===== config.mk =====
export PLATFORM = sky130hd
export DESIGN_NAME = uart_tx_regs
export DESIGN_NICKNAME = d
export VERILOG_FILES = /design/src/rtl/uart_tx_regs.sv
export SDC_FILE = /design/constraint.sdc
export NUM_CORES = 1
export LEC_CHECK = 0
export CORE_ASPECT_RATIO = 1.5
export CORE_MARGIN = 8
export CORE_UTILIZATION = 43
export DETAILED_ROUTE_END_ITERATION = 8
export PLACE_DENSITY = 0.87
export SLEW_MARGIN = 15
export SYNTH_ARGS = -nofsm -noshare
export SYNTH_HDL_FRONTEND = slang
export SYNTH_SLANG_ARGS = --single-unit

===== constraint.sdc =====
create_clock -name clk_i -period 2.7 [get_ports clk_i]
set_input_delay 0.405 -clock clk_i [delete_from_list [all_inputs] [get_ports clk_i]]
set_output_delay 0.405 -clock clk_i [all_outputs]
set_load 0.005 [all_outputs]

===== src/rtl/uart_tx_regs.sv =====
// UART peripheral: control/data registers plus an 8N1 transmitter on tx_o.
// Define UART_RX_EN to build the receiver, which updates data and sets ctrl bit1.
module uart_tx_regs #(
  parameter int unsigned BAUD_DIV = 10416,
  parameter int unsigned CNT_W    = $clog2(BAUD_DIV)
) (
  input  logic        clk_i,
  input  logic        rst_i,
  input  logic        we_ctrl_uart_i,
  input  logic        we_data_uart_i,
  input  logic [31:0] wdata_i,
  output logic [31:0] ctrl_o,
  output logic [31:0] data_o,
  output logic        tx_o,
  input  logic        rx_i
);

  typedef enum logic [1:0] {TX_IDLE, TX_START, TX_DATA, TX_STOP} tx_state_e;

  localparam logic [CNT_W-1:0] BAUD_LAST = CNT_W'(BAUD_DIV - 1);

  tx_state_e        tx_state_q, tx_state_d;
  logic [CNT_W-1:0] baud_cnt_q, baud_cnt_d;
  logic [2:0]       bit_idx_q, bit_idx_d;
  logic [7:0]       shift_q, shift_d;
  logic [7:0]       data_q, data_d;
  logic             send_q, send_d;
  logic             tx_q, tx_d;
  logic             baud_wrap;

  // NOTE: every always_comb output gets a default first so no path leaves it unassigned (no latch).
  always_comb begin
    tx_state_d = tx_state_q;
    baud_cnt_d = baud_cnt_q;
    bit_idx_d  = bit_idx_q;
    shift_d    = shift_q;
    send_d     = send_q;
    tx_d       = tx_q;
    baud_wrap  = (baud_cnt_q == BAUD_LAST);

    if (tx_state_q != TX_IDLE) begin
      baud_cnt_d = baud_wrap ? '0 : baud_cnt_q + CNT_W'(1);
    end

    // tx_d tracks the level of the state being entered, so tx_o changes with the state.
    unique case (tx_state_q)
      TX_IDLE: begin
        baud_cnt_d = '0;
        tx_d       = 1'b1;
        if (send_q) begin
          tx_state_d = TX_START;
          shift_d    = data_q;
          tx_d       = 1'b0;
        end
      end
      TX_START: begin
        if (baud_wrap) begin
          tx_state_d = TX_DATA;
          bit_idx_d  = 3'd0;
          tx_d       = shift_q[0];
        end
      end
      TX_DATA: begin
        if (baud_wrap) begin
          if (bit_idx_q == 3'd7) begin
            tx_state_d = TX_STOP;
            tx_d       = 1'b1;
          end else begin
            bit_idx_d = bit_idx_q + 3'd1;
            shift_d   = {1'b0, shift_q[7:1]};
            tx_d      = shift_q[1];
          end
        end
      end
      TX_STOP: begin
        if (baud_wrap) begin
          tx_state_d = TX_IDLE;
          send_d     = 1'b0;
          tx_d       = 1'b1;
        end
      end
      default: tx_state_d = TX_IDLE;
    endcase

    if (tx_state_q == TX_IDLE && we_ctrl_uart_i && wdata_i[0]) begin
      send_d = 1'b1;
    end
  end

`ifdef UART_RX_EN
  typedef enum logic [1:0] {RX_IDLE, RX_HALF, RX_DATA, RX_STOP} rx_state_e;

  localparam logic [CNT_W-1:0] HALF_LAST = CNT_W'(BAUD_DIV / 2 - 1);

  rx_state_e        rx_state_q, rx_state_d;
  logic [CNT_W-1:0] rx_cnt_q, rx_cnt_d;
  logic [2:0]       rx_idx_q, rx_idx_d;
  logic [7:0]       rx_shift_q, rx_shift_d;
  logic [2:0]       rx_sync_q, rx_sync_d;
  logic             rx_new_q, rx_new_d;
  logic             rx_line, rx_fall, rx_load;
  logic             unused_in;

  assign unused_in = ^wdata_i[31:8];

  // Bits [1:0] are the synchroniser; bit 2 is the previous synced level for edge detect.
  always_comb begin
    rx_sync_d  = {rx_sync_q[1:0], rx_i};
    rx_line    = rx_sync_q[1];
    rx_fall    = rx_sync_q[2] & ~rx_sync_q[1];
    rx_state_d = rx_state_q;
    rx_cnt_d   = rx_cnt_q + CNT_W'(1);
    rx_idx_d   = rx_idx_q;
    rx_shift_d = rx_shift_q;
    rx_load    = 1'b0;

    unique case (rx_state_q)
      RX_IDLE: begin
        rx_cnt_d = '0;
        if (rx_fall) rx_state_d = RX_HALF;
      end
      RX_HALF: begin
        if (rx_cnt_q == HALF_LAST) begin
          rx_cnt_d   = '0;
          rx_idx_d   = 3'd0;
          rx_state_d = rx_line ? RX_IDLE : RX_DATA;
        end
      end
      RX_DATA: begin
        if (rx_cnt_q == BAUD_LAST) begin
          rx_cnt_d   = '0;
          rx_shift_d = {rx_line, rx_shift_q[7:1]};
          if (rx_idx_q == 3'd7) rx_state_d = RX_STOP;
          else                  rx_idx_d   = rx_idx_q + 3'd1;
        end
      end
      RX_STOP: begin
        if (rx_cnt_q == BAUD_LAST) begin
          rx_cnt_d   = '0;
          rx_state_d = RX_IDLE;
          rx_load    = rx_line;
        end
      end
      default: rx_state_d = RX_IDLE;
    endcase

    rx_new_d = rx_new_q;
    if (we_ctrl_uart_i && !wdata_i[1]) rx_new_d = 1'b0;
    if (rx_load)                       rx_new_d = 1'b1;
  end

  always_ff @(posedge clk_i) begin
    if (rst_i) begin
      rx_state_q <= RX_IDLE;
      rx_cnt_q   <= '0;
      rx_idx_q   <= 3'd0;
      rx_shift_q <= 8'h00;
      rx_sync_q  <= 3'b111;
      rx_new_q   <= 1'b0;
    end else begin
      rx_state_q <= rx_state_d;
      rx_cnt_q   <= rx_cnt_d;
      rx_idx_q   <= rx_idx_d;
      rx_shift_q <= rx_shift_d;
      rx_sync_q  <= rx_sync_d;
      rx_new_q   <= rx_new_d;
    end
  end

  assign ctrl_o = {30'd0, rx_new_q, send_q};
`else
  logic unused_in;

  assign unused_in = ^{wdata_i[31:8], wdata_i[1], rx_i};
  assign ctrl_o    = {30'd0, 1'b0, send_q};
`endif

  always_comb begin
    data_d = data_q;
    if (we_data_uart_i) data_d = wdata_i[7:0];
`ifdef UART_RX_EN
    // A received byte overrides a CPU write on the same edge.
    if (rx_load) data_d = rx_shift_q;
`endif
  end

  // NOTE: state registers use non-blocking assignments so all flops update from pre-edge values.
  always_ff @(posedge clk_i) begin
    if (rst_i) begin
      tx_state_q <= TX_IDLE;
      baud_cnt_q <= '0;
      bit_idx_q  <= 3'd0;
      shift_q    <= 8'h00;
      data_q     <= 8'h00;
      send_q     <= 1'b0;
      tx_q       <= 1'b1;
    end else begin
      tx_state_q <= tx_state_d;
      baud_cnt_q <= baud_cnt_d;
      bit_idx_q  <= bit_idx_d;
      shift_q    <= shift_d;
      data_q     <= data_d;
      send_q     <= send_d;
      tx_q       <= tx_d;
    end
  end

  assign data_o = {24'd0, data_q};
  assign tx_o   = tx_q;

endmodule


==> After elaboration in Yosys (flattened, before gate mapping) <==
Cells that the tools add are included.
Widths: inputs -> output; s select.
{ "op_classes": {"addsub": 2, "eq_ne": 11, "n_mux": 24, "reduce_logical": 14} }
{ "op_table": {"columns": ["cell", "count"], "rows": [
  ["$mux 8", 3],
  ["$pmux 8 s2", 1],
  ["$add 14x1->14 const B", 1],
  ["$eq 14x14->1 const B", 1],
  ["$mux 14", 1],
  ["$ne 2x2->1 const B", 6],
  ["$mux 2", 5],
  ["$reduce_bool 2->1", 5],
  ["$mux 3", 3],
  ["$mux 1", 8],
  ["$pmux 2 s4", 1],
  ["$reduce_and 4->1", 2],
  ["$pmux 3 s2", 1],
  ["$reduce_and 5->1", 1],
  ["$eq 2x2->1 const B", 2],
  ["$pmux 1 s4", 1],
  ["$add 3x1->3 const B", 1],
  ["$eq 3x3->1 const B", 1],
  ["$reduce_and 3->1", 1],
  ["$eq 2x1->1 const B", 1],
  ["$logic_and 1x1->1", 2],
  ["$logic_not 2->1", 1],
  ["$reduce_and 2->1", 1],
  ["$reduce_or 2->1", 1]
]} }
{ "word_totals": {"regBits": 37, "input_bits": 37, "out_inout_bits": 65, "word_cells": 58} }

==> Depth between registers and ports, before layout <==
Gate-level depths: netlist of run 1.
{ "depth": {"depth_word": 5, "depth_mapped": 8, "ltp_nobuf": 6} }

==> Least setup slack after synthesis of run 1 <==
OpenSTA, ideal clock, no wires.
{ "synth_timing": {"path_kind": "reg2reg", "from": "reg tx_state_q[0]", "to": "reg shift_q[0]", "setup_ns": 0.127, "arrival_time_ns": 1.919, "t_required_ns": 2.573, "path_slack_ns": 0.654, "path_stages_with_launch": 9, "n_path_buf": 2, "period_less_slack_ns": 2.046, "cell_sequence": "dfxtp_1 -> inv_1 -> ha_1 -> clkbuf_1 -> nand4b_1 -> nor4_4 -> buf_6 -> nor3_1 -> or3_1"} }
{ "synth_between": {"elab_chain_cells": 3, "word_cells_on_any_way": 8, "cone_classes": "4 x eq/ne; 1 x mux; 3 x reduce/logical"} }
{ "synth_lines": {"columns": ["element", "line", "text"], "rows": [
  ["start, declared", "22", "tx_state_e tx_state_q, tx_state_d;"],
  ["start signal, assigned", "198", "tx_state_q <= tx_state_d;"],
  ["$eq 2x2->1 or $logic_not 2->1 (tied branches)", "46", "unique case (tx_state_q)"],
  ["$ne 2x2->1 (no source line) or $reduce_bool 2->1 (tied branches)", null, null],
  ["$reduce_and 4->1 (no source line)", null, null],
  ["end signal, assigned", "201", "shift_q <= shift_d;"],
  ["end, declared", "25", "logic [7:0] shift_q, shift_d;"]
]} }
Parallel ways exist; a longest one is shown, timed or not.
A chain may end at the register's enable or synchronous reset.

==> Worst setup path after layout of run 1 <==
{ "layout_timing": {"from": "reg baud_cnt_q[9]", "to": "reg shift_q[1]"} }
{ "layout_between": {"elab_chain_cells": 3} }
{ "layout_lines": {"columns": ["element", "line", "text"], "rows": [
  ["start, declared", "23", "logic [CNT_W-1:0] baud_cnt_q, baud_cnt_d;"],
  ["start signal, assigned", "199", "baud_cnt_q <= baud_cnt_d;"],
  ["$eq 14x14->1", "39", "baud_wrap = (baud_cnt_q == BAUD_LAST);"],
  ["$ne 2x2->1 (no source line)", null, null],
  ["$reduce_and 4->1 (no source line)", null, null]
]} }
Every way passes these cells.

==> flow_summary.json, run 1 <==
{
  "run_status": "finished clean",
  "holdPathEnd": "baud_cnt_q[0]$_SDFFE_PP0P_",
  "report.final.hold_viol_count": 0,
  "grt_setup_unrepaired": "false",
  "cts_hold_buf": 0,
  "cts_resized": 0,
  "via_density_per_instance": 5.028,
  "critical_path_cell_list": "or4b_4, nor4_4, nor3_1, or3_1",
  "drive_gt1_frac": 0.05461,
  "synth.lib_cells_used.distinct": 41,
  "drv_slew": 0,
  "worst_slew_margin_rel": 0.5265,
  "finalCritPeriodShare": 0.8530,
  "grt_antenna_before_repair": 0,
  "worstSkewPairLatency_ns": 0.29,
  "placementRows": 33,
  "post_detailed_routing_wire_length_mm": 5.080,
  "gp_congestion": 0.8634,
  "hold_path_startpoint": "baud_cnt_q[0]$_SDFFE_PP0P_",
  "slew_at_the_pin_closest_to_its_max_slew_limit_ns": 0.7050,
  "timing.critical_path.fanout_max": 15,
  "r2r.worst_path.cells": 4,
  "ioPinCount": 102,
  "max_freq_mhz": 434.2,
  "cp_slowest_stage_delay_ns": 0.69,
  "drt_drc_violations_left": 0,
  "post_synth_instance_area_um2": 2380,
  "die_width_um": 76.74,
  "worst_setup_hold_path_clk_slew_ns": 0.08,
  "floorplan.initialDensity": 0.4400,
  "detail_route.wl_per_cell_um": 13.99,
  "fin_setup_tns_ns": 0,
  "largest_net_degree_at_the_start_of_global_routing": 33,
  "cts_tree": "built",
  "whs_path_depth": 1,
  "synth_cells": 277,
  "die_height_um": 107.1,
  "wire_length_of_the_first_global_routing_pass_mm": 8.666,
  "global_route.overflow_total": 0,
  "finalSetupViolCount": 0,
  "dr.pass1.iters": 4,
  "root_buffer": "sky130_fd_sc_hd__clkbuf_8",
  "place_area_um2": 2411,
  "cts_num_sinks": 37,
  "core-area_um2": 5409,
  "ys_seq_elements": 37,
  "first_global_vias": 1976,
  "cts_htree_levels": 2,
  "cp_data_arrival_time_ns": 2.47,
  "num_vias": 1825,
  "regToRegStartpoint": "baud_cnt_q[9]$_SDFFE_PP0P_",
  "fp.dieArea_um2": 8220,
  "drv.max_cap_violation_count": 0,
  "r2r_slack_ns": 0.40,
  "finish.net_count": 337,
  "crit-reg2reg-capture": "shift_q[1]$_SDFFE_PP0P_",
  "port-buffer-count": 21,
  "synth_warnings": 0,
  "sequential_to_total_area_share_from_yosys_stat": 0.3113,
  "antenna_violating_nets_post_route": 0,
  "dpl.hpwl_mm": 3.794,
  "critPathRequiredTime_ns": 2.87,
  "finClkSkew_ns": 0.008370,
  "antenna-diode-count": 0,
  "postCtsSetupRepairBufs": 0,
  "worstSetupEndpointType": "flop",
  "vdd_drop_max_uv": 423.0,
  "tritoncts_buffers": 5,
  "clockBufferDepth": 2,
  "hold_path_class": "reg2reg",
  "design_area_um2": 2545,
  "critPathLaunchType": "flop",
  "power.leakage_nw": 1.006,
  "post_synth.cell_area_avg_um2": 8.591,
  "n_fill_cell": 532,
  "critical_path.slowest_cell": "sky130_fd_sc_hd__nor4_4",
  "total_global_route_track_usage": 0.1261,
  "worst-setup-path-type": "reg2reg",
  "drtIter0Drc": 56,
  "min_period_ns": 2.303,
  "flow.area_growth_from_synthesis_pct": 6.940,
  "pwr_density_cell_nw_per_um2": 683.5
}
[sequential cells by signal, indices dropped and copies added, names as in the netlist]
signal	flops
baud_cnt_q	14
data_q	8
shift_q	8
bit_idx_q	3
tx_state_q	2
send_q	1
tx_o	1
[worst max path at each step]
| stage | from | to | depth (start not counted) |
|---|---|---|---|
| 2_1_floorplan | tx_state_q[0]$_SDFFE_PP0P_ | shift_q[0]$_SDFFE_PP0P_ | 8 |
| 3_3_place_gp | baud_cnt_q[9]$_SDFFE_PP0P_ | shift_q[5]$_SDFFE_PP0P_ | 4 |
| 3_5_place_dp | baud_cnt_q[9]$_SDFFE_PP0P_ | shift_q[2]$_SDFFE_PP0P_ | 4 |
| 4_1_cts | baud_cnt_q[9]$_SDFFE_PP0P_ | shift_q[1]$_SDFFE_PP0P_ | 4 |
| 5_1_grt | baud_cnt_q[9]$_SDFFE_PP0P_ | shift_q[6]$_SDFFE_PP0P_ | 4 |
| 6_report | baud_cnt_q[9]$_SDFFE_PP0P_ | shift_q[1]$_SDFFE_PP0P_ | 4 |
[cell type report]
class | count | area (µm²) | area share
Multi-Input combinational cell | 217 | 1324 | 0.5202
Sequential cell | 37 | 740.7 | 0.2911
Timing Repair Buffer | 24 | 232.7 | 0.09145
Tap cell | 70 | 87.58 | 0.03441
Clock buffer | 5 | 68.82 | 0.02704
Clock inverter | 3 | 65.06 | 0.02557
Inverter | 7 | 26.28 | 0.01032
[synth_stat cells, drive strengths merged]
cell,instances,area share
buf,61,0.19
dfxtp,37,0.31
nor2,25,0.039
nand2,18,0.029
mux2i,17,0.072
nor3,12,0.025
clkbuf,9,0.014
o21ai,9,0.019
xnor2,9,0.033
ha,8,0.042
nor4b,8,0.029
inv,7,0.011
o32ai,7,0.026
or3,7,0.018
nand4,6,0.016
nor4,6,0.025
a21oi,4,0.0084
nand4b,3,0.011
nor2b,3,0.0079
xor2,3,0.011
nand2b,2,0.0053
nand3,2,0.0042
nand3b,2,0.0063
o311ai,2,0.0074
a211oi,1,0.0032
a22oi,1,0.0032
a2bb2oi,1,0.0037
and3,1,0.0026
and3b,1,0.0037
conb,1,0.0016
nand4bb,1,0.0047
o22ai,1,0.0026
or4,1,0.0047
or4b,1,0.0058
[power breakdown]
part           switching [W]  internal, W
sequential         0.0000399     0.000598
clock               0.000207     0.000367
combinational       0.000327     0.000201
total               0.000574      0.00117
[logic make-up after synthesis]
family,after synthesis,synth area share
adders and majority gates,8,0.04206
DFF,37,0.3113
and+or+nand+nor,99,0.2387
xor gates and xnor gates,12,0.04417
other,1,0.001576
buffers and inverters,77,0.2177
muxes,17,0.07150
AOI/OAI and AO/OA,26,0.07309
[worst max-delay path: cells and delay by family (launching register included)]
family           cells  cell delay (ns)
AND/OR/NAND/NOR      4             1.81
flip-flops           1             0.38
[routing by layer]
metal | global-route usage | wire length (µm) | vias to the layer above
met5 | 0 | 0 | -
met2 | 0.2352 | 2598 | 82
met1 | 0.1166 | 1999 | 853
li1 | - | - | 878
met3 | 0.04858 | 370 | 12
met4 | 0.06077 | 111 | 0
[layout by cell type, fill, tap and decap left out, drive strengths merged, types with 2 or more instances in the layout]
master | netlist | final
nand4b | 3 | 3
nor2 | 25 | 25
clkdlybuf4s50 | 0 | 21
or3 | 7 | 7
bufinv | 0 | 2
nor4b | 8 | 8
xnor2 | 9 | 9
conb | 1 | 55
ha | 8 | 8
nor4 | 6 | 6
dfxtp | 37 | 37
a21oi | 4 | 4
mux2i | 17 | 17
nand2 | 18 | 18
nor2b | 3 | 3
nand3b | 2 | 2
nand2b | 2 | 2
o311ai | 2 | 2
nand3 | 2 | 2
buf | 61 | 3
o32ai | 7 | 7
nor3 | 12 | 12
o21ai | 9 | 9
xor2 | 3 | 3
clkbuf | 9 | 5
inv | 7 | 7
nand4 | 6 | 6
[per-stage QoR]
| stage | setup WS (ns) | total power (W) | utilization | hold WS [ns] | std cells |
|---|---|---|---|---|---|
| after floorplan | 0.6543 | 0.001076 | - | 0.4175 | 331 |
| after global placement | 0.5193 | 0.001146 | 0.4458 | 0.4319 | 355 |
| after detailed placement | 0.4687 | 0.001167 | 0.4458 | 0.4506 | 355 |
| after CTS | 0.4178 | 0.001745 | 0.4705 | 0.4678 | 363 |
| after global routing | 0.2864 | 0.001831 | 0.4705 | 0.4964 | 363 |
| final | 0.3969 | 0.001740 | 0.4705 | 0.4646 | 363 |
(Power assumes the default switching activity.)
==> inputs of run 2 (changes only) <==
--- a/config.mk
+++ b/config.mk
@@ -5,7 +5,7 @@
 export SDC_FILE = /design/constraint.sdc
 export NUM_CORES = 1
 export LEC_CHECK = 0
-export CORE_ASPECT_RATIO = 1.5
+export CORE_ASPECT_RATIO = 1.2
 export CORE_MARGIN = 8
 export CORE_UTILIZATION = 43
 export DETAILED_ROUTE_END_ITERATION = 8
==> flow_summary.json, run 2 (same netlist as run 1, synthesis figures left out) <==
{
  "power_report.internal_total_w": 0.001028,
  "vdd_drop_max_uv": 412.3,
  "timing.critical_path.fanout_max": 15,
  "layout_commonest_cell": "sky130_fd_sc_hd__conb_1",
  "worstSkewPairLatency_ns": 0.29,
  "tritoncts_buffers": 5,
  "largest_net_degree_at_the_start_of_global_routing": 33,
  "hold_path_class": "reg2reg",
  "final_util": 0.4692,
  "finalSetupViolCount": 0,
  "cts_htree_levels": 2,
  "cts_resized": 0,
  "mostFrequentLayoutCells": "55 x sky130_fd_sc_hd__conb_1, 37 x sky130_fd_sc_hd__dfxtp_1, 25 x sky130_fd_sc_hd__nor2_1",
  "run_status": "finished clean",
  "critPathRequiredTime_ns": 2.87,
  "power.switching_fraction": 0.3528,
  "pwr_density_cell_nw_per_um2": 634.4,
  "via_density_per_instance": 5.124,
  "report.final.hold_viol_count": 0,
  "dpl.hpwl_mm": 3.580,
  "power.leakage_nw": 0.9925,
  "drtIter0Drc": 127,
  "cts_num_sinks": 37,
  "worstSetupEndpointType": "flop",
  "max_freq_mhz": 440.1,
  "cp_data_arrival_time_ns": 2.44,
  "drt_drc_violations_left": 0,
  "top_register": "baud_cnt_q",
  "worst-setup-path-type": "reg2reg",
  "worst_slew_margin_rel": 0.5048,
  "floorplan.initialDensity": 0.4462,
  "p_seq_frac": 0.401,
  "flow.area_growth_from_synthesis_pct": 5.152,
  "fin_setup_tns_ns": 0,
  "global_route.overflow_total": 0,
  "placementRows": 29,
  "finClkSkew_ns": 0.002656,
  "design_area_um2": 2502,
  "worst_setup_hold_path_clk_slew_ns": 0.07,
  "cts_tree": "built",
  "critPathLaunchType": "flop",
  "cts_hold_buf": 0,
  "grt_antenna_before_repair": 0,
  "core-area_um2": 5334,
  "total_global_route_track_usage": 0.1171,
  "postCtsSetupRepairBufs": 0,
  "post_detailed_routing_wire_length_mm": 4.791,
  "comb_power_share": 0.332,
  "num_vias": 1819,
  "root_buffer": "sky130_fd_sc_hd__clkbuf_8",
  "clockBufferDepth": 2,
  "die_width_um": 83.91,
  "r2r_slack_ns": 0.43,
  "antenna_violating_nets_post_route": 0,
  "power.clock.fraction": 0.267,
  "detail_route.wl_per_cell_um": 13.50,
  "finish.net_count": 337,
  "die_height_um": 97.50,
  "dr.pass1.iters": 4,
  "drive_gt1_frac": 0.05461,
  "grt_setup_unrepaired": "false",
  "gp_congestion": 0.8195,
  "port-buffer-count": 21,
  "drv_slew": 0,
  "switching_power_w": 0.0005600,
  "largestRegisters": "baud_cnt_q: 14 flops, data_q: 8 flops, shift_q: 8 flops",
  "place_area_um2": 2401,
  "finalCritPeriodShare": 0.8417,
  "wire_length_of_the_first_global_routing_pass_mm": 8.252,
  "slew_at_the_pin_closest_to_its_max_slew_limit_ns": 0.7412,
  "fp.dieArea_um2": 8181,
  "ioPinCount": 102,
  "drv.max_cap_violation_count": 0,
  "largest_register_ff_count": 14,
  "antenna-diode-count": 0,
  "first_global_vias": 1843,
  "min_period_ns": 2.272
}
-- run 2: layout make-up --
| cell class | count | area [µm²] |
|---|---|---|
| fill | 516 | 2831 |
| sequential | 37 | 740.7 |
| inverter | 7 | 26.28 |
| clock buffer | 7 | 96.34 |
| multi-input combinational | 217 | 1324 |
| tap | 62 | 77.57 |
| timing repair buffer | 24 | 232.7 |
| clock inverter | 1 | 5.005 |
-- run 2: per-stage QoR --
step	power [W]	hold WS, ns	setup slack, ns	std cells
2_1_floorplan	0.001076	0.4175	0.6543	331
3_3_place_gp	0.001144	0.4313	0.5100	347
3_5_place_dp	0.001166	0.4411	0.4686	347
4_1_cts	0.001594	0.4579	0.4490	355
5_1_grt	0.001694	0.4673	0.3297	355
6_report	0.001588	0.4517	0.4275	355
-- run 2: critical path, stage by stage, from the launching register on --
cell and delay (ns):
sky130_fd_sc_hd__dfxtp_1 0.37, sky130_fd_sc_hd__or4b_4 0.60, sky130_fd_sc_hd__nor4_4 0.70, sky130_fd_sc_hd__nor3_1 0.10, sky130_fd_sc_hd__or3_1 0.37
-- run 2: layer usage --
metal / vias up / GRT usage / share of wire
met5: - / 0 / 0
met4: 0 / 0.05060 / 0.014
met2: 69 / 0.1981 / 0.50
met3: 7 / 0.05789 / 0.084
met1: 856 / 0.1183 / 0.40
li1: 887 / - / -
-- run 2: worst paths after layout --
path | start | to | cells after the start
max | baud_cnt_q[9]$_SDFFE_PP0P_ | shift_q[2]$_SDFFE_PP0P_ | 4
min | baud_cnt_q[0]$_SDFFE_PP0P_ | baud_cnt_q[0]$_SDFFE_PP0P_ | 1
max reg2reg | baud_cnt_q[9]$_SDFFE_PP0P_ | shift_q[2]$_SDFFE_PP0P_ | 4
min reg2reg | baud_cnt_q[0]$_SDFFE_PP0P_ | baud_cnt_q[0]$_SDFFE_PP0P_ | 1
-- run 2: power by group through the flow --
| stage | Combinational [W] | Clock [W] | Sequential [W] |
|---|---|---|---|
| finish | 0.000527 | 0.000425 | 0.000636 |
| global route | 0.000588 | 0.000464 | 0.000642 |
| CTS | 0.000521 | 0.000437 | 0.000636 |
| detailed placement | 0.000517 | 0 | 0.000649 |
| global placement | 0.000498 | 0 | 0.000646 |
| floorplan | 0.000436 | 0 | 0.000640 |
==> inputs of run 3 (changes only) <==
--- a/config.mk
+++ b/config.mk
@@ -7,9 +7,9 @@
 export LEC_CHECK = 0
 export CORE_ASPECT_RATIO = 1.2
 export CORE_MARGIN = 8
-export CORE_UTILIZATION = 43
+export CORE_UTILIZATION = 39
 export DETAILED_ROUTE_END_ITERATION = 8
-export PLACE_DENSITY = 0.87
+export PLACE_DENSITY = 0.84
 export SLEW_MARGIN = 15
 export SYNTH_ARGS = -nofsm -noshare
 export SYNTH_HDL_FRONTEND = slang
==> constraint.sdc (replaced) <==
create_clock -name clk_i -period 2 [get_ports clk_i]
set_input_delay 0.3 -clock clk_i [delete_from_list [all_inputs] [get_ports clk_i]]
set_output_delay 0.3 -clock clk_i [all_outputs]
set_load 0.005 [all_outputs]
==> flow_summary.json, run 3 (same netlist as run 1, synthesis figures left out) <==
{
  "r2r_slack_ns": 0.07,
  "finClkSkew_ns": 0.006581,
  "port-buffer-count": 21,
  "worstSkewPairLatency_ns": 0.29,
  "vdd_drop_max_uv": 413.4,
  "flow.area_growth_from_synthesis_pct": 14.14,
  "worst-setup-path-type": "reg2reg",
  "gp_congestion": 0.8163,
  "top_register": "baud_cnt_q",
  "die_height_um": 101.6,
  "finish.net_count": 348,
  "drt_drc_violations_left": 0,
  "dpl.hpwl_mm": 3.713,
  "grt_antenna_before_repair": 0,
  "instances_no_fill": 386,
  "fin_ws_ns": 0.07299,
  "run_status": "finished clean",
  "drive_gt1_frac": 0.1283,
  "core-area_um2": 5973,
  "largest_net_degree_at_the_start_of_global_routing": 32,
  "antenna-diode-count": 0,
  "n_fill_cell": 590,
  "timing.critical_path.fanout_max": 8,
  "antenna_violating_nets_post_route": 0,
  "critPathLaunchType": "flop",
  "power.leakage_nw": 1.056,
  "largest_register_ff_count": 14,
  "pre_cts_ws_ns": 0.08083,
  "placementRows": 31,
  "post_detailed_routing_wire_length_mm": 5.115,
  "via_density_per_instance": 4.896,
  "dr.pass1.iters": 4,
  "largestRegisters": "baud_cnt_q: 14 flops, data_q: 8 flops, shift_q: 8 flops",
  "wire_length_of_the_first_global_routing_pass_mm": 8.100,
  "min_period_ns": 1.927,
  "fin_total_pwr_w": 0.002353,
  "total_global_route_track_usage": 0.1138,
  "cp_data_arrival_time_ns": 2.10,
  "drv_slew": 0,
  "worst_setup_hold_path_clk_slew_ns": 0.07,
  "root_buffer": "sky130_fd_sc_hd__clkbuf_8",
  "cts_num_sinks": 37,
  "cts_htree_levels": 2,
  "max_freq_mhz": 518.9,
  "final_util": 0.4548,
  "pwr_density_cell_nw_per_um2": 866.2,
  "clockBufferDepth": 2,
  "finalSetupViolCount": 0,
  "fp.dieArea_um2": 8868,
  "global_route.overflow_total": 0,
  "cts_hold_buf": 0,
  "cts_tree": "built",
  "dp.cells": 376,
  "detail_route.wl_per_cell_um": 13.25,
  "report.final.hold_viol_count": 0,
  "ioPinCount": 102,
  "mostFrequentLayoutCells": "55 x sky130_fd_sc_hd__conb_1, 35 x sky130_fd_sc_hd__dfxtp_1, 25 x sky130_fd_sc_hd__nor2_1",
  "finalCritPeriodShare": 0.9635,
  "tritoncts_buffers": 5,
  "critPathRequiredTime_ns": 2.18,
  "hold_path_class": "reg2reg",
  "first_global_vias": 1808,
  "sequential_cell_area_um2": 743.2,
  "num_vias": 1890,
  "layout_commonest_cell": "sky130_fd_sc_hd__conb_1",
  "drtIter0Drc": 150,
  "floorplan.initialDensity": 0.3984,
  "die_width_um": 87.31,
  "worstSetupEndpointType": "flop",
  "drv.max_cap_violation_count": 0,
  "multiInputGateArea_um2": 1384
}
[run 3: what timing repair did]
item,CTS,global route
buffers inserted,0,1
setup endpoints to repair,0,11
resized for setup,0,17
[run 3: final timing paths]
check,startpoint,end,cells after the start
hold / removal,baud_cnt_q[0]$_SDFFE_PP0P_,baud_cnt_q[0]$_SDFFE_PP0P_,1
setup / recovery,bit_idx_q[0]$_SDFFE_PP0P_,shift_q[1]$_SDFFE_PP0P_,7
setup reg to reg,bit_idx_q[0]$_SDFFE_PP0P_,shift_q[1]$_SDFFE_PP0P_,7
hold reg to reg,baud_cnt_q[0]$_SDFFE_PP0P_,baud_cnt_q[0]$_SDFFE_PP0P_,1
[run 3: critical path, stage by stage (launching register included)]
cell and delay (ns):
sky130_fd_sc_hd__dfxtp_2 0.34, sky130_fd_sc_hd__ha_4 0.16, sky130_fd_sc_hd__ha_4 0.16, sky130_fd_sc_hd__nand4b_1 0.22, sky130_fd_sc_hd__nor4_4 0.36, sky130_fd_sc_hd__buf_6 0.18, sky130_fd_sc_hd__nor3_1 0.05, sky130_fd_sc_hd__or3_1 0.34
[run 3: final cells by class]
class | count | share of cell area
clock buffers | 7 | 0.03178
clock inverters | 1 | 0.01105
inverters | 7 | 0.009673
multi-input cells | 217 | 0.5094
flip-flops and latches | 37 | 0.2736
well taps | 82 | 0.03777
repair buffers | 35 | 0.1267
[run 3: per-layer routing]
layer	track usage	vias to the layer above	wire length (µm)
li1	-	907	-
met1	0.1247	898	2023
met2	0.1922	75	2592
met3	0.03409	10	412
met4	0.06101	0	87
met5	0	-	0
[run 3: power by group]
group | leakage [nW] | total (W) | switching, W | internal (W)
logic | 0.695 | 0.000809 | 0.000464 | 0.000345
clock network | 0.0585 | 0.000681 | 0.000275 | 0.000407
registers | 0.302 | 0.000863 | 0.0000554 | 0.000807
total | 1.06 | 0.00235 | 0.000794 | 0.00156
[run 3: per-stage QoR]
step	hold WS (ns)	cell area (µm²)	TNS, ns
after floorplan	0.4175	2584	0
after global placement	0.4310	2519	0
after detailed placement	0.4501	2519	0
after CTS	0.4606	2635	0
after global routing	0.4962	2716	-0.01065
final	0.4626	2716	0
